### config.mk
export PLATFORM = sky130hd
export DESIGN_NAME = mux_scan_controller_flat
export DESIGN_NICKNAME = d
export VERILOG_FILES = /design/src/rtl/mux_pkg.sv /design/src/rtl/mux_scan_controller_if.sv /design/src/rtl/mux_sync2.sv /design/src/rtl/mux_scan_controller.sv /design/src/flat_wrapper.sv
export SDC_FILE = /design/constraint.sdc
export NUM_CORES = 1
export LEC_CHECK = 0
export CAP_MARGIN = 20
export CORE_AREA = 2 2 60 62
export CTS_CLUSTER_SIZE = 28
export DETAILED_ROUTE_END_ITERATION = 10
export DIE_AREA = 0 0 62 64
export PLACE_DENSITY = 0.6
export SETUP_SLACK_MARGIN = 0.1
export SLEW_MARGIN = 20
export SYNTH_ARGS = -nofsm -noshare
export SYNTH_HDL_FRONTEND = slang
export SYNTH_SLANG_ARGS = --single-unit
### constraint.sdc
create_clock -name clk -period 3 [get_ports clk]
set_input_delay 0.6 -clock clk [delete_from_list [all_inputs] [get_ports clk]]
set_output_delay 0.6 -clock clk [all_outputs]
set_load 0.01 [all_outputs]
### src/rtl/mux_pkg.sv
// mux_pkg: definitions shared by the 4:1 multiplexer scan controller.
// Holds the controller state encoding, the channel index type and the
// number of multiplexer channels that one scan visits.
package mux_pkg;

    localparam int NUM_CH = 4;

    typedef logic [1:0] chan_t;

    typedef enum logic [1:0] {
        IDLE = 2'd0,
        SCAN = 2'd1,
        DONE = 2'd2
    } state_t;

endpackage

### src/rtl/mux_scan_controller_if.sv
// mux_scan_controller_if: bundles the controller's request, multiplexer and
// result signals.
//   start  : scan request toward the controller
//   w      : multiplexer output toward the controller
//   s0, s1 : select lines from the controller to the multiplexer
//   busy   : scan in progress
//   done   : one-cycle pulse when result is updated
//   result : four sampled bits, result[i] taken with select == i
// modport master is the controller side; modport slave is the requester
// plus multiplexer side.
interface mux_scan_controller_if;

    logic       start;
    logic       w;
    logic       s0;
    logic       s1;
    logic       busy;
    logic       done;
    logic [3:0] result;

    modport master (
        input  start, w,
        output s0, s1, busy, done, result
    );

    modport slave (
        output start, w,
        input  s0, s1, busy, done, result
    );

endinterface

### src/rtl/mux_sync2.sv
// mux_sync2: two-flop synchronizer for a single asynchronous input.
//   clk : destination clock
//   rst : asynchronous active-high reset, both stages clear to 0
//   d   : asynchronous input
//   q   : synchronized output, two clk cycles behind d
module mux_sync2 (
    input  logic clk,
    input  logic rst,
    input  logic d,
    output logic q
);

    logic meta_d, meta_q;
    logic sync_d, sync_q;

    always_comb begin
        meta_d = d;
        sync_d = meta_q;
    end

    always_ff @(posedge clk or posedge rst) begin
        if (rst) begin
            meta_q <= 1'b0;
            sync_q <= 1'b0;
        end else begin
            meta_q <= meta_d;
            sync_q <= sync_d;
        end
    end

    assign q = sync_q;

endmodule

### src/rtl/mux_scan_controller.sv
// mux_scan_controller: steps the 4:1 multiplexer select lines through
// channels 0..3. Each channel is held for DWELL cycles, and w is sampled
// once per channel. The four samples are then published on result together
// with a one-cycle done pulse.
//   clk, rst : clock and asynchronous active-high reset
//   bus      : mux_scan_controller_if.master (start, w, s0, s1, busy, done, result)
// Parameters: DWELL cycles per channel (2..255); SETTLE cycles from a select
// change to the sample point (SETTLE < DWELL); CW is the dwell counter width.
// Optional macro MUX_SCAN_SYNC_EN: w passes through mux_sync2 before it is
// sampled. The sample point then moves two cycles later, so it still sees
// the same w value. done and busy timing do not change.
module mux_scan_controller
    import mux_pkg::*;
#(
    parameter int DWELL  = 4,
    parameter int SETTLE = 1,
    parameter int CW     = 8
) (
    input  logic                  clk,
    input  logic                  rst,
    mux_scan_controller_if.master bus
);

    logic w_s;

`ifdef MUX_SCAN_SYNC_EN
    localparam logic [CW-1:0] SAMPLE_CNT = CW'(SETTLE + 2);

    if (SETTLE + 2 >= DWELL) begin : g_bad_settle
        $error("mux_scan_controller: SETTLE+2 must be less than DWELL");
    end

    mux_sync2 u_sync (
        .clk (clk),
        .rst (rst),
        .d   (bus.w),
        .q   (w_s)
    );
`else
    localparam logic [CW-1:0] SAMPLE_CNT = CW'(SETTLE);

    assign w_s = bus.w;
`endif

    localparam logic [CW-1:0] LAST_CNT = CW'(DWELL - 1);

    state_t        state_d, state_q;
    chan_t         chan_d, chan_q;
    chan_t         sel_d, sel_q;
    logic [CW-1:0] cnt_d, cnt_q;
    logic [3:0]    scratch_d, scratch_q;
    logic [3:0]    result_d, result_q;
    logic          busy_d, busy_q;
    logic          done_d, done_q;

    // The select register is updated on the same edge as chan. s1 and s0
    // therefore always change together.
    // The last channel's sample can fall on its final dwell edge. result is
    // taken from scratch_d so that this bit is included.
    always_comb begin
        state_d   = state_q;
        chan_d    = chan_q;
        sel_d     = sel_q;
        cnt_d     = cnt_q;
        scratch_d = scratch_q;
        result_d  = result_q;
        busy_d    = busy_q;
        done_d    = 1'b0;

        case (state_q)
            IDLE: begin
                sel_d = '0;
                if (bus.start) begin
                    state_d   = SCAN;
                    chan_d    = '0;
                    cnt_d     = '0;
                    scratch_d = '0;
                    busy_d    = 1'b1;
                end
            end

            SCAN: begin
                cnt_d = cnt_q + 1'b1;
                if (cnt_q == SAMPLE_CNT) begin
                    scratch_d[chan_q] = w_s;
                end
                if (cnt_q == LAST_CNT) begin
                    cnt_d = '0;
                    if (chan_q == chan_t'(NUM_CH - 1)) begin
                        state_d  = DONE;
                        chan_d   = '0;
                        sel_d    = '0;
                        result_d = scratch_d;
                        done_d   = 1'b1;
                        busy_d   = 1'b0;
                    end else begin
                        chan_d = chan_q + 1'b1;
                        sel_d  = chan_q + 1'b1;
                    end
                end
            end

            DONE: begin
                state_d = IDLE;
            end

            default: begin
                state_d = IDLE;
            end
        endcase
    end

    // All state and every output register clear immediately on reset. An
    // aborted scan therefore publishes nothing.
    always_ff @(posedge clk or posedge rst) begin
        if (rst) begin
            state_q   <= IDLE;
            chan_q    <= '0;
            sel_q     <= '0;
            cnt_q     <= '0;
            scratch_q <= '0;
            result_q  <= '0;
            busy_q    <= 1'b0;
            done_q    <= 1'b0;
        end else begin
            state_q   <= state_d;
            chan_q    <= chan_d;
            sel_q     <= sel_d;
            cnt_q     <= cnt_d;
            scratch_q <= scratch_d;
            result_q  <= result_d;
            busy_q    <= busy_d;
            done_q    <= done_d;
        end
    end

    assign bus.s0     = sel_q[0];
    assign bus.s1     = sel_q[1];
    assign bus.busy   = busy_q;
    assign bus.done   = done_q;
    assign bus.result = result_q;

endmodule

### src/flat_wrapper.sv
// flat-port wrapper written by rule: the top's interface ports become plain ports
module mux_scan_controller_flat import mux_pkg::*;
#(
    parameter int DWELL  = 4,
    parameter int SETTLE = 1,
    parameter int CW     = 8
)
  (clk, rst, bus_start, bus_w, bus_s0, bus_s1, bus_busy, bus_done, bus_result);
  mux_scan_controller_if bus_i ();
  input  logic clk;
  input  logic rst;
  input wire logic [$bits(bus_i.start)-1:0] bus_start;
  input wire logic [$bits(bus_i.w)-1:0] bus_w;
  output wire logic [$bits(bus_i.s0)-1:0] bus_s0;
  output wire logic [$bits(bus_i.s1)-1:0] bus_s1;
  output wire logic [$bits(bus_i.busy)-1:0] bus_busy;
  output wire logic [$bits(bus_i.done)-1:0] bus_done;
  output wire logic [$bits(bus_i.result)-1:0] bus_result;
  assign bus_i.start = bus_start;
  assign bus_i.w = bus_w;
  assign bus_s0 = bus_i.s0;
  assign bus_s1 = bus_i.s1;
  assign bus_busy = bus_i.busy;
  assign bus_done = bus_i.done;
  assign bus_result = bus_i.result;
  mux_scan_controller #(.DWELL(DWELL), .SETTLE(SETTLE), .CW(CW)) u_core (.clk(clk), .rst(rst), .bus(bus_i));
endmodule
==> results of run 1 <==
==> metal layers <==
layer	part of all wire (%)	up-vias	track usage (%)
li1	-	483	-
met3	5.0	2	4.251
met2	47	24	22.66
met5	0	-	0
met4	0.57	0	2.394
met1	47	468	19.72
==> synth_stat cells (all sizes together) <==
cell | number | area, um^2
inv | 6 | 22.52
nand4 | 6 | 43.79
nand2b | 1 | 6.260
nor2b | 1 | 6.260
mux2i | 5 | 50.05
o22ai | 1 | 6.260
nor4 | 1 | 12.51
o21ba | 1 | 10.01
a31oi | 2 | 12.51
o21bai | 1 | 11.26
a22o | 1 | 8.760
buf | 3 | 17.52
xor2 | 2 | 17.52
a211oi | 1 | 7.510
dfrtp | 24 | 600.6
nand3 | 3 | 15.01
nor2 | 9 | 36.29
and4 | 2 | 17.52
o21ai | 19 | 95.09
and2 | 1 | 6.260
ha | 7 | 87.58
clkbuf | 2 | 7.510
nor3 | 1 | 5.000
xnor2 | 2 | 17.52
a21oi | 2 | 10.01
o31ai | 1 | 7.510
a41oi | 4 | 35.03
nand2 | 14 | 52.55
and3 | 1 | 11.26
or3 | 2 | 12.51
a21o | 1 | 7.510
==> flip-flops by register name, summed over array words and instances (netlist names) <==
register and count:
u_core.bus.busy 1, u_core.bus.done 1, u_core.bus.result 4, u_core.chan_q 2, u_core.cnt_q 8, u_core.scratch_q 4
u_core.sel_q 2, u_core.state_q 2
==> power groups by stage <==
stage	Clock (mW)	Sequential, mW	Combinational, mW
global placement	0	0.547	0.604
global route	0.258	0.566	0.692
finish	0.234	0.547	0.610
floorplan	0	0.546	0.416
CTS	0.241	0.546	0.618
detailed placement	0	0.552	0.615
==> cell type report <==
| cell class | instances | area (um^2) | share of cell area [%] |
|---|---|---|---|
| clock buffers | 3 | 22.52 | 1.535 |
| clock inverters | 1 | 30.03 | 2.046 |
| inverters | 6 | 22.52 | 1.535 |
| multi-input cells | 92 | 609.3 | 41.52 |
| flip-flops and latches | 24 | 600.6 | 40.92 |
| well taps | 46 | 57.56 | 3.922 |
| repair buffers | 13 | 125.1 | 8.525 |
==> stage by stage <==
stage / area (um^2) / worst slack (ns) / total power, mW / utilization [%] / std cells
2_1_floorplan: 1257 / 1.589 / 0.9622 / - / 127
3_3_place_gp: 1415 / 1.133 / 1.150 / 43.09 / 181
3_5_place_dp: 1415 / 1.100 / 1.167 / 43.09 / 181
4_1_cts: 1468 / 1.130 / 1.405 / 44.69 / 185
5_1_grt: 1468 / 0.9379 / 1.516 / 44.69 / 185
6_report: 1468 / 1.086 / 1.391 / 44.69 / 185
==> critical path, cell delays in order (launching register included) <==
cell and delay, ns:
dfrtp_1 0.43, nor2_1 0.61, a31oi_1 0.27, nor2_2 0.30
mux2i_1 0.22
==> how the worst max path moves through the flow <==
stage                     slack, ns  cells past startpoint       startpoint          endpoint
after floorplan                1.59                      5  u_core.cnt_q[2]   u_core.cnt_q[7]
after global placement         1.13                      5        bus_start   u_core.cnt_q[5]
after detailed placement       1.10                      5        bus_start   u_core.cnt_q[5]
after CTS                      1.13                      4  u_core.cnt_q[6]  u_core.chan_q[0]
after global routing           0.94                      4  u_core.cnt_q[7]  u_core.chan_q[0]
final                          1.09                      4  u_core.cnt_q[6]  u_core.chan_q[0]
==> kinds of logic after synthesis <==
group	share of synthesized area, %
buf+inv	3.781
fa+ha+maj	6.965
mux	3.980
xor+xnor	2.787
compound gates	16.82
simple gates	17.91
flops	47.76
==> key figures, run 1 <==
Hold path
  – Hold wc startpoint: u_core.bus.result[2]
  – Hold Path Sink: u_core.bus.result[2]
  – Worst Hold Class: reg2reg
  – Hold Crit Depth: 2

Logic synthesis
  – Avg Cell Area, Syn: 9.901 um^2
  – YS warnings: 0
  – Distinct cells, synth: 34
  – Seq cells post-synth: 24
  – Mapped Area: 0.001257 mm^2
  – Syn_nets: 138
  – Cells after Synth: 127
  – Seq/Total Area, Yosys: 47.76%

Pwr
  – Power Internal: 0.8546 mW
  – Max rail drop VDD: 676.7 uV
  – Logic pwr share: 43.9%
  – Sequential power share: 39.3%
  – Sw frac: 38.55%
  – P_sw: 0.5361 mW
  – Leakage Power: 0.6573 nW
  – Power per cell area: 947.6 mW/mm^2
  – Clock share of power: 16.8%

Global routing
  – Grt total ovfl: 0
  – Initial antenna violation count: 0
  – Largest net degree at the start of global routing: 25
  – First-pass GRT wire length: 4264 um
  – Overall Global Routing Usage: 14.42%
  – Vias in the first global route: 938

STA
  – Clk_skew: 0.01631 ns
  – Max Freq: 522.4 MHz
  – Fin crit period: 1.914 ns
  – Max-slew headroom: 48.68%
  – Setup TNS: 0 ns
  – Final setup fails: 0
  – Final Cycle Share: 63.81%
  – Worst slew pin tran: 0.7669 ns
  – Final hold slack: 0.4954 ns
  – Slew Limit Fails: 0
  – RSZ-0062 raised after global routing: no
  – Fin. Hold Viols: 0

Run status
  – Outcome: complete, no violations

Cells and area
  – Nets: 151
  – Most common cell after layout, fill and taps aside: dfrtp_1
  – Fill count: 321
  – Most frequent cells in the layout: 24 x dfrtp_1, 19 x o21ai_0, 14 x nand2_1, 11 x clkdlybuf4s50_1, 8 x nor2_1
  – Share of cells above drive strength 1: 8.633%
  – Area Growth Syn to Fin: 16.72%
  – Antenna diodes: 0

Route
  – Vias: 977
  – Avg Vias per Cell: 5.281
  – DRT Wirelength: 2440 um
  – Iter 0 DRT Violations: 24
  – Antenna Nets Post-Route: 0
  – Pre-Repair DR Iteration Count: 4
  – Drt drc: 0
  – WL/cell: 13.19 um

Placed design
  – GPL Wtd Cong: 0.7890
  – Port Buffers: 11
  – Detailed placement HPWL: 1761 um

Clocking
  – CTS tree: done
  – Post-CTS Setup Bufs: 0
  – Maximum root-to-sink buffer count: 2
  – Clk_lat worst skew: 0.32 ns
  – Root buffer cell: clkbuf_4
  – Post_cts resized: 0
  – Clock transition at path regs: 0.14 ns
  – CTS H-tree depth: 1
  – Cts hold-fix bufs: 0
  – Num CTS Buffers: 3
  – Clk sink count: 24

Worst setup path
  – CP Capture Type: flop
  – Reg2reg setup slack: 1.09 ns
  – Crit-path max FO: 11
  – Reg2reg path depth: 4
  – Setup crit start kind: flop
  – RR Startpoint: u_core.cnt_q[6]
  – Critical path class: reg2reg
  – CP arrival: 2.15 ns
  – Crit Reg-Reg Endpoint: u_core.chan_q[0]
  – CP required: 3.24 ns

Die
  – Die H: 64 um
  – Io pins: 12
  – Die Wd: 62 um
  – Die area: 0.003968 mm^2
  – Initial Util: 38.29%
  – Row Count: 21
  – Core area: 0.003284 mm^2

Job
  – Max-cap violations: 0
Power figures use the tool's default switching activity.
==> inputs of run 2 (changes only) <==
==> constraint.sdc (replaced) <==
create_clock -name clk -period 2 [get_ports clk]
set_input_delay 0.4 -clock clk [delete_from_list [all_inputs] [get_ports clk]]
set_output_delay 0.4 -clock clk [all_outputs]
set_load 0.01 [all_outputs]
==> key figures, run 2 (synthesis gave the netlist of run 1 again) <==
Worst setup path
  – Setup crit start kind: flop
  – CP arrival: 1.89 ns
  – CP required: 2.24 ns
  – Critical path class: reg2reg
  – Crit-path max FO: 6
  – Critical path, cell by cell: nor4_2, a31oi_1, nor2_2, mux2i_1
  – Slowest cell on the critical path: dfrtp_1
  – Crit path buffers/inverters: 0
  – Stages on the worst setup path: 4
  – Reg2reg path depth: 4
  – Crit path max-delay family: simple AND/OR/NAND/NOR gates
  – CP Capture Type: flop
  – Worst path max stage delay: 0.46 ns

STA
  – Max-slew headroom: 70.93%
  – Fin. Hold Viols: 0
  – Final worst slack: 0.3583 ns
  – Final Cycle Share: 82.08%
  – Max Freq: 609.1 MHz
  – Fin crit period: 1.642 ns
  – Slew Limit Fails: 0
  – Clk_skew: 0.01705 ns
  – Setup TNS: 0 ns
  – Worst slew pin tran: 0.4357 ns
  – Final setup fails: 0
  – RSZ-0062 raised after global routing: no

Route
  – Pre-Repair DR Iteration Count: 4
  – Iter 0 DRT Violations: 35
  – Antenna Nets Post-Route: 0
  – Vias: 966
  – Drt drc: 0
  – Avg Vias per Cell: 5.194
  – WL/cell: 12.42 um
  – DRT Wirelength: 2311 um

Cells and area
  – Antenna diodes: 0
  – Most frequent cells in the layout: 24 x dfrtp_1, 19 x o21ai_0, 14 x nand2_1, 11 x clkdlybuf4s50_1, 8 x nor2_1
  – Share of cells above drive strength 1: 9.286%
  – Most flop-heavy register: u_core.cnt_q
  – Nets: 152
  – Area Growth Syn to Fin: 17.31%
  – Most common cell after layout, fill and taps aside: dfrtp_1
  – Multi-input gate area: 609.3 um^2
  – Fill count: 322
  – Finished Core Util: 44.91%
  – Max FFs per register: 8
  – Reg area: 600.6 um^2

Run status
  – Outcome: complete, no violations

Placed design
  – Detailed placement HPWL: 1714 um
  – Port Buffers: 11
  – GPL Wtd Cong: 0.8059
  – Post-place setup slack: 0.2795 ns

Job
  – Max-cap violations: 0

Pwr
  – Max rail drop VDD: 1099 uV
  – Leakage Power: 0.6615 nW
  – Power Total: 2.078 mW
  – Power per cell area: 1408 mW/mm^2

Global routing
  – First-pass GRT wire length: 4091 um
  – Busiest grt layer: met2
  – Grt total ovfl: 0
  – Vias in the first global route: 892
  – M2 GR Usage: 20.96%
  – Met3 GRT Util: 3.644%
  – GR Util met1: 18.69%
  – Overall Global Routing Usage: 13.50%
  – Largest net degree at the start of global routing: 25
  – Initial antenna violation count: 0

Die
  – Initial Util: 38.29%
  – Die Wd: 62 um
  – Row Count: 21
  – Die area: 0.003968 mm^2
  – Io pins: 12
  – Core area: 0.003284 mm^2
  – Die H: 64 um

Hold path
  – Worst Hold Class: in2async

Clocking
  – Post-CTS Setup Bufs: 0
  – Maximum root-to-sink buffer count: 2
  – Clk sink count: 24
  – Root buffer cell: clkbuf_4
  – Num CTS Buffers: 3
  – CTS tree: done
  – CTS H-tree depth: 1
  – Cts hold-fix bufs: 0
  – Clk_lat worst skew: 0.32 ns
  – Clock transition at path regs: 0.14 ns
  – Post_cts resized: 0
[run 2: changes by cell type in the layout (fill, tap and decap cells not counted)]
cell and change:
buf_4 +1
[run 2: tightest hold or removal path, stage by stage]
cell and delay [ns]:
clkdlybuf4s50_1 0.40, inv_1 0.05, buf_4 0.29
[run 2: power breakdown]
group	switching, mW	internal [mW]
clock network	0.147	0.203
logic	0.492	0.419
registers	0.157	0.661
total	0.795	1.28
[run 2: path summary, 6_finish.rpt]
| kind | start | endpoint | slack [ns] |
|---|---|---|---|
| worst min register to register | u_core.bus.result[1] | u_core.bus.result[1] | 0.50 |
| min in group clk | u_core.bus.result[1] | u_core.bus.result[1] | 0.50 |
| worst min-delay path | rst | u_core.scratch_q[0] | 0.40 |
| max in group asynchronous | rst | u_core.cnt_q[2] | 1.35 |
| worst max-delay path | u_core.cnt_q[2] | u_core.chan_q[0] | 0.36 |
| worst max register to register | u_core.cnt_q[2] | u_core.chan_q[0] | 0.36 |
[run 2: final cells by class]
cell class	count	share of cell area [%]
inverters	6	1.527
multi-input cells	92	41.31
well taps	46	3.902
flip-flops and latches	24	40.71
clock buffers	3	1.527
clock inverters	1	2.036
repair buffers	14	8.991
[run 2: metal layers]
| metal | share of wire [%] | up-vias |
|---|---|---|
| met2 | 47 | 12 |
| met1 | 50 | 467 |
| met5 | 0 | - |
| met3 | 3.0 | 5 |
| li1 | - | 482 |
| met4 | 0.74 | 0 |
[run 2: stage by stage]
step	area [um^2]	std cells	hold WS, ns
finish	1475	186	0.4003
global route	1475	186	0.4078
CTS	1475	186	0.4074
detailed placement	1423	182	0.4701
global placement	1423	182	0.4637
floorplan	1257	127	0.4146
